### src/rtl/uart_tx_ctrl.sv
// uart_tx_ctrl: sequencing controller for the UART transmit path.
// Drives load/shift strobes of an external 8-bit PISO shifter and frames
// its serial bit with a start bit and one or two stop bits.
module uart_tx_ctrl #(
  parameter int CLKS_PER_BIT = 868,
  parameter int STOP_BITS    = 1
) (
  input  logic       Clk,
  input  logic       reset,
  input  logic       tx_start,
  input  logic [7:0] tx_data,
  input  logic       piso_bit,
  output logic [7:0] piso_data,
  output logic       load_out,
  output logic       shift_out,
  output logic       tx_out,
  output logic       tx_busy,
  output logic       tx_done
);

  localparam int               CNT_W    = (CLKS_PER_BIT > 1) ? $clog2(CLKS_PER_BIT) : 1;
  localparam logic [CNT_W-1:0] CNT_LAST = CNT_W'(CLKS_PER_BIT - 1);
  localparam logic [CNT_W-1:0] CNT_ONE  = CNT_W'(1);
  // Stop counter only needs to distinguish the first and second stop bit.
  localparam logic             STOP_LAST = 1'(STOP_BITS - 1);

  typedef enum logic [1:0] {
    IDLE  = 2'd0,
    START = 2'd1,
    DATA  = 2'd2,
    STOP  = 2'd3
  } state_t;

  state_t           state_r,     state_s;
  logic [CNT_W-1:0] cnt_r,       cnt_s;
  logic [2:0]       bit_idx_r,   bit_idx_s;
  logic             stop_cnt_r,  stop_cnt_s;
  logic [7:0]       piso_data_r, piso_data_s;
  logic             done_r,      done_s;

  // State, counters, capture register and completion flag.
  always_ff @(posedge Clk) begin
    if (reset) begin
      state_r     <= IDLE;
      cnt_r       <= '0;
      bit_idx_r   <= 3'd0;
      stop_cnt_r  <= 1'b0;
      piso_data_r <= 8'h00;
      done_r      <= 1'b0;
    end else begin
      state_r     <= state_s;
      cnt_r       <= cnt_s;
      bit_idx_r   <= bit_idx_s;
      stop_cnt_r  <= stop_cnt_s;
      piso_data_r <= piso_data_s;
      done_r      <= done_s;
    end
  end

  // Next-state logic: bit-period timing and frame sequencing.
  always_comb begin
    state_s     = state_r;
    cnt_s       = cnt_r;
    bit_idx_s   = bit_idx_r;
    stop_cnt_s  = stop_cnt_r;
    piso_data_s = piso_data_r;
    done_s      = 1'b0;
    case (state_r)
      IDLE: begin
        if (tx_start) begin
          piso_data_s = tx_data;
          cnt_s       = '0;
          stop_cnt_s  = 1'b0;
          state_s     = START;
        end else begin
          state_s = IDLE;
        end
      end
      START: begin
        if (cnt_r == CNT_LAST) begin
          cnt_s     = '0;
          bit_idx_s = 3'd0;
          state_s   = DATA;
        end else begin
          cnt_s = cnt_r + CNT_ONE;
        end
      end
      DATA: begin
        if (cnt_r == CNT_LAST) begin
          cnt_s = '0;
          if (bit_idx_r != 3'd7) begin
            bit_idx_s = bit_idx_r + 3'd1;
          end else begin
            stop_cnt_s = 1'b0;
            state_s    = STOP;
          end
        end else begin
          cnt_s = cnt_r + CNT_ONE;
        end
      end
      STOP: begin
        if (cnt_r == CNT_LAST) begin
          cnt_s = '0;
          if (stop_cnt_r == STOP_LAST) begin
            done_s  = 1'b1;
            state_s = IDLE;
          end else begin
            stop_cnt_s = stop_cnt_r + 1'b1;
          end
        end else begin
          cnt_s = cnt_r + CNT_ONE;
        end
      end
      default: begin
        state_s = IDLE;
        cnt_s   = '0;
      end
    endcase
  end

  // Output decode from registered state; only the DATA line follows piso_bit.
  always_comb begin
    tx_out    = 1'b1;
    load_out  = 1'b0;
    shift_out = 1'b0;
    tx_busy   = 1'b1;
    case (state_r)
      IDLE: begin
        tx_busy = 1'b0;
      end
      START: begin
        tx_out   = 1'b0;
        // Two loads: the first primes the shifter, the second publishes bit 0.
        load_out = (cnt_r == '0) || (cnt_r == CNT_ONE);
      end
      DATA: begin
        tx_out    = piso_bit;
        shift_out = (cnt_r == CNT_LAST) && (bit_idx_r != 3'd7);
      end
      STOP: begin
        tx_out = 1'b1;
      end
      default: begin
        tx_busy = 1'b0;
      end
    endcase
  end

  assign piso_data = piso_data_r;
  assign tx_done   = done_r;

endmodule

### config.mk
export PLATFORM = sky130hd
export DESIGN_NAME = uart_tx_ctrl
export DESIGN_NICKNAME = d
export VERILOG_FILES = /design/src/rtl/uart_tx_ctrl.sv
export SDC_FILE = /design/constraint.sdc
export NUM_CORES = 1
export LEC_CHECK = 0
export CAP_MARGIN = 0
export CORE_UTILIZATION = 51
export DETAILED_ROUTE_END_ITERATION = 7
export PLACE_DENSITY = 0.75
export SYNTH_ARGS = -nofsm -noshare
export SYNTH_HDL_FRONTEND = slang
export SYNTH_SLANG_ARGS = --single-unit
### constraint.sdc
create_clock -name Clk -period 2.1 [get_ports Clk]
set_input_delay 0.42 -clock Clk [delete_from_list [all_inputs] [get_ports Clk]]
set_output_delay 0.42 -clock Clk [all_outputs]
set_load 0.005 [all_outputs]
==> reports/qor.yml <==
setup_violations: 0
dr.pass1.iters: 4
ys_seq_area_frac: 0.370
antenna_left: 0
ys_types: 41
ff2ff_path_depth: 6
syn-num-nets: 172
htree_levels: 1
drt-wirelength-per-cell_um: 14.8
cts-root-buf: "clkbuf_4"
drc_errors: 0
p_leak_nw: 0.708
die_x_um: 52.4
synth-seq-cells: 24
fp.dieH_um: 52.4
cts_made_buffers: 3
critPathRequiredTime_ns: 1.68
avgSynthCellArea_um2: 8.65
period_share: 0.971
max-slew-margin-rel: 0.774
gp_congestion: 0.827
status: "complete, no violations"
ys.warnings.count: 0
hpwl_mm: 2.22
worst_setup_path_start_kind: "flop"
nNetsFinal: 211
ir_drop_mv: 0.949
max_freq_mhz: 490
holdWs_ns: 0.467
critPathCaptureType: "output pin"
antenna_cells: 0
grt_overflow_total: 0
dieArea_mm2: 0.00275
whs_path_depth: 2
cts_tree: "done"
start_util: 0.565
grt_pass1_vias: 1262
antenna_found_initial: 0
syn_area_mm2: 0.00130
detail_route.iter0.violations: 21
cts.clk_slew.worst_paths_ns: 0.14
rsz0062_at_grt: "true"
synth_flop_cell: "dfxtp_1"
power.total_w: 0.00173
routedLengthMet1_mm: 1.38
finClkSkew_ns: 0.00410
holdCritPathClass: "flop to flop"
fp.coreArea_mm2: 0.00230
async_flop_share: 0
areaGrowthSynthToFinish_pct: 35.3
wl_mm: 3.19
ctsHoldBuffers: 0
grt_pass1_wl_mm: 5.29
vias: 1245
vias_per_cell: 5.76
clk-insertion-delay-late_ns: 0.32
path_class: "flop to output pin"
placementRows: 17
tightest_slew_ns: 0.339
crit_fanout: 2
worstPathArrival_ns: 1.62
portBuffers: 24
pin_count: 25
slew_violations: 0
finalCriticalPeriod_ns: 2.04
p_per_area_mw_per_mm2: 986
clock_sinks: 24
route.met3.wl_um: 162
hold_violations: 0
clk_path_buf_depth: 2
max-cap-violations: 0
drive_above_1_share: 0.223
grt_start_max_net_pins: 21
track_usage: 0.257
top_layer: "met4"
dr_wl_met2_mm: 1.58
syn_inst: 150
synth_edf_count: 0
[sequential cells by signal, indices dropped and copies added, names as in the netlist]
| name | count |
|---|---|
| piso_data | 8 |
| state_r | 2 |
| cnt_r | 10 |
| tx_done | 1 |
| bit_idx_r | 3 |
[through the flow]
stage / util / instances / TNS, ns / setup WS [ns] / cell area, um2
2_1_floorplan: - / 150 / 0 / 0.427 / 1300
4_1_cts: 0.745 / 213 / -0.417 / -0.275 / 1710
6_report: 0.764 / 216 / 0 / 0.0606 / 1760
3_3_place_gp: 0.710 / 208 / 0 / 0.0779 / 1630
3_5_place_dp: 0.710 / 208 / 0 / 0.00784 / 1630
5_1_grt: 0.764 / 216 / -0.0231 / -0.0176 / 1760
[synth_stat cells (3+ instances only)]
library cell,instances,share of area
dfxtp_1,24,0.37
nand2_1,19,0.055
a21oi_1,16,0.062
nand3_1,15,0.058
ha_1,10,0.096
nor2_1,8,0.023
inv_1,6,0.017
clkbuf_1,4,0.012
o21ai_0,4,0.015
a31oi_1,3,0.014
mux2i_1,3,0.023
o2111ai_1,3,0.020
[power by group]
group          total [W]  internal [W]  switching, W
logic           0.000828      0.000392      0.000436
registers       0.000564      0.000521     0.0000430
clock network   0.000338      0.000193      0.000145
total            0.00173       0.00111      0.000624
[repair_timing]
item,CTS,global route
buffers inserted,1,3
pin swaps,0,2
endpoints found under the setup margin,4,4
gates resized for setup,9,11
[per-layer routing]
layer | vias to the layer above | global-route usage
met5 | - | 0
met4 | 0 | 0.132
met3 | 8 | 0.0551
met2 | 40 | 0.437
met1 | 576 | 0.300
li1 | 621 | -
[cells in the final DEF (no fill, tap or decap), types with 4 or more instances in the layout]
master	count
clkdlybuf4s50_1	21
nand2_1	19
dfxtp_1	19
a21oi_1	16
buf_4	16
nand3_1	15
nor2_1	8
ha_1	7
inv_1	5
o21ai_0	4
dfxtp_2	4
[cells by family after synthesis]
kind of cell,synth area share
AOI/OAI and AO/OA,0.200
xor gates and xnor gates,0.0135
and+or+nand+nor,0.253
adders and majority gates,0.0964
DFF,0.370
muxes,0.0231
buffers and inverters,0.0443
[path summary, 6_finish.rpt]
kind              slack [ns]                      start                   endpoint
setup / recovery        0.06      cnt_r[4]$_SDFFE_PP0P_                  shift_out
hold / removal          0.47  piso_data[3]$_SDFFE_PP0P_  piso_data[3]$_SDFFE_PP0P_
setup reg to reg        0.34      cnt_r[1]$_SDFFE_PP0P_      cnt_r[8]$_SDFFE_PP0P_
hold reg to reg         0.47  piso_data[3]$_SDFFE_PP0P_  piso_data[3]$_SDFFE_PP0P_
[critical path: stages, from the launching register on]
cell and delay (ns):
dfxtp_2 0.36, nor4_4 0.30, buf_4 0.15, buf_4 0.10, nand3_1 0.11, nor3_2 0.14
dlymetal6s2s_1 0.15
[area by class of cell]
cell class / instances / area (um2)
Multi-Input combinational cell: 113 / 791
Fill cell: 170 / 542
Sequential cell: 24 / 489
Timing Repair Buffer: 40 / 360
Tap cell: 28 / 35.0
Clock inverter: 1 / 30.0
Inverter: 7 / 27.5
Clock buffer: 3 / 22.5
Note: power is estimated with default switching activity, not from simulation.
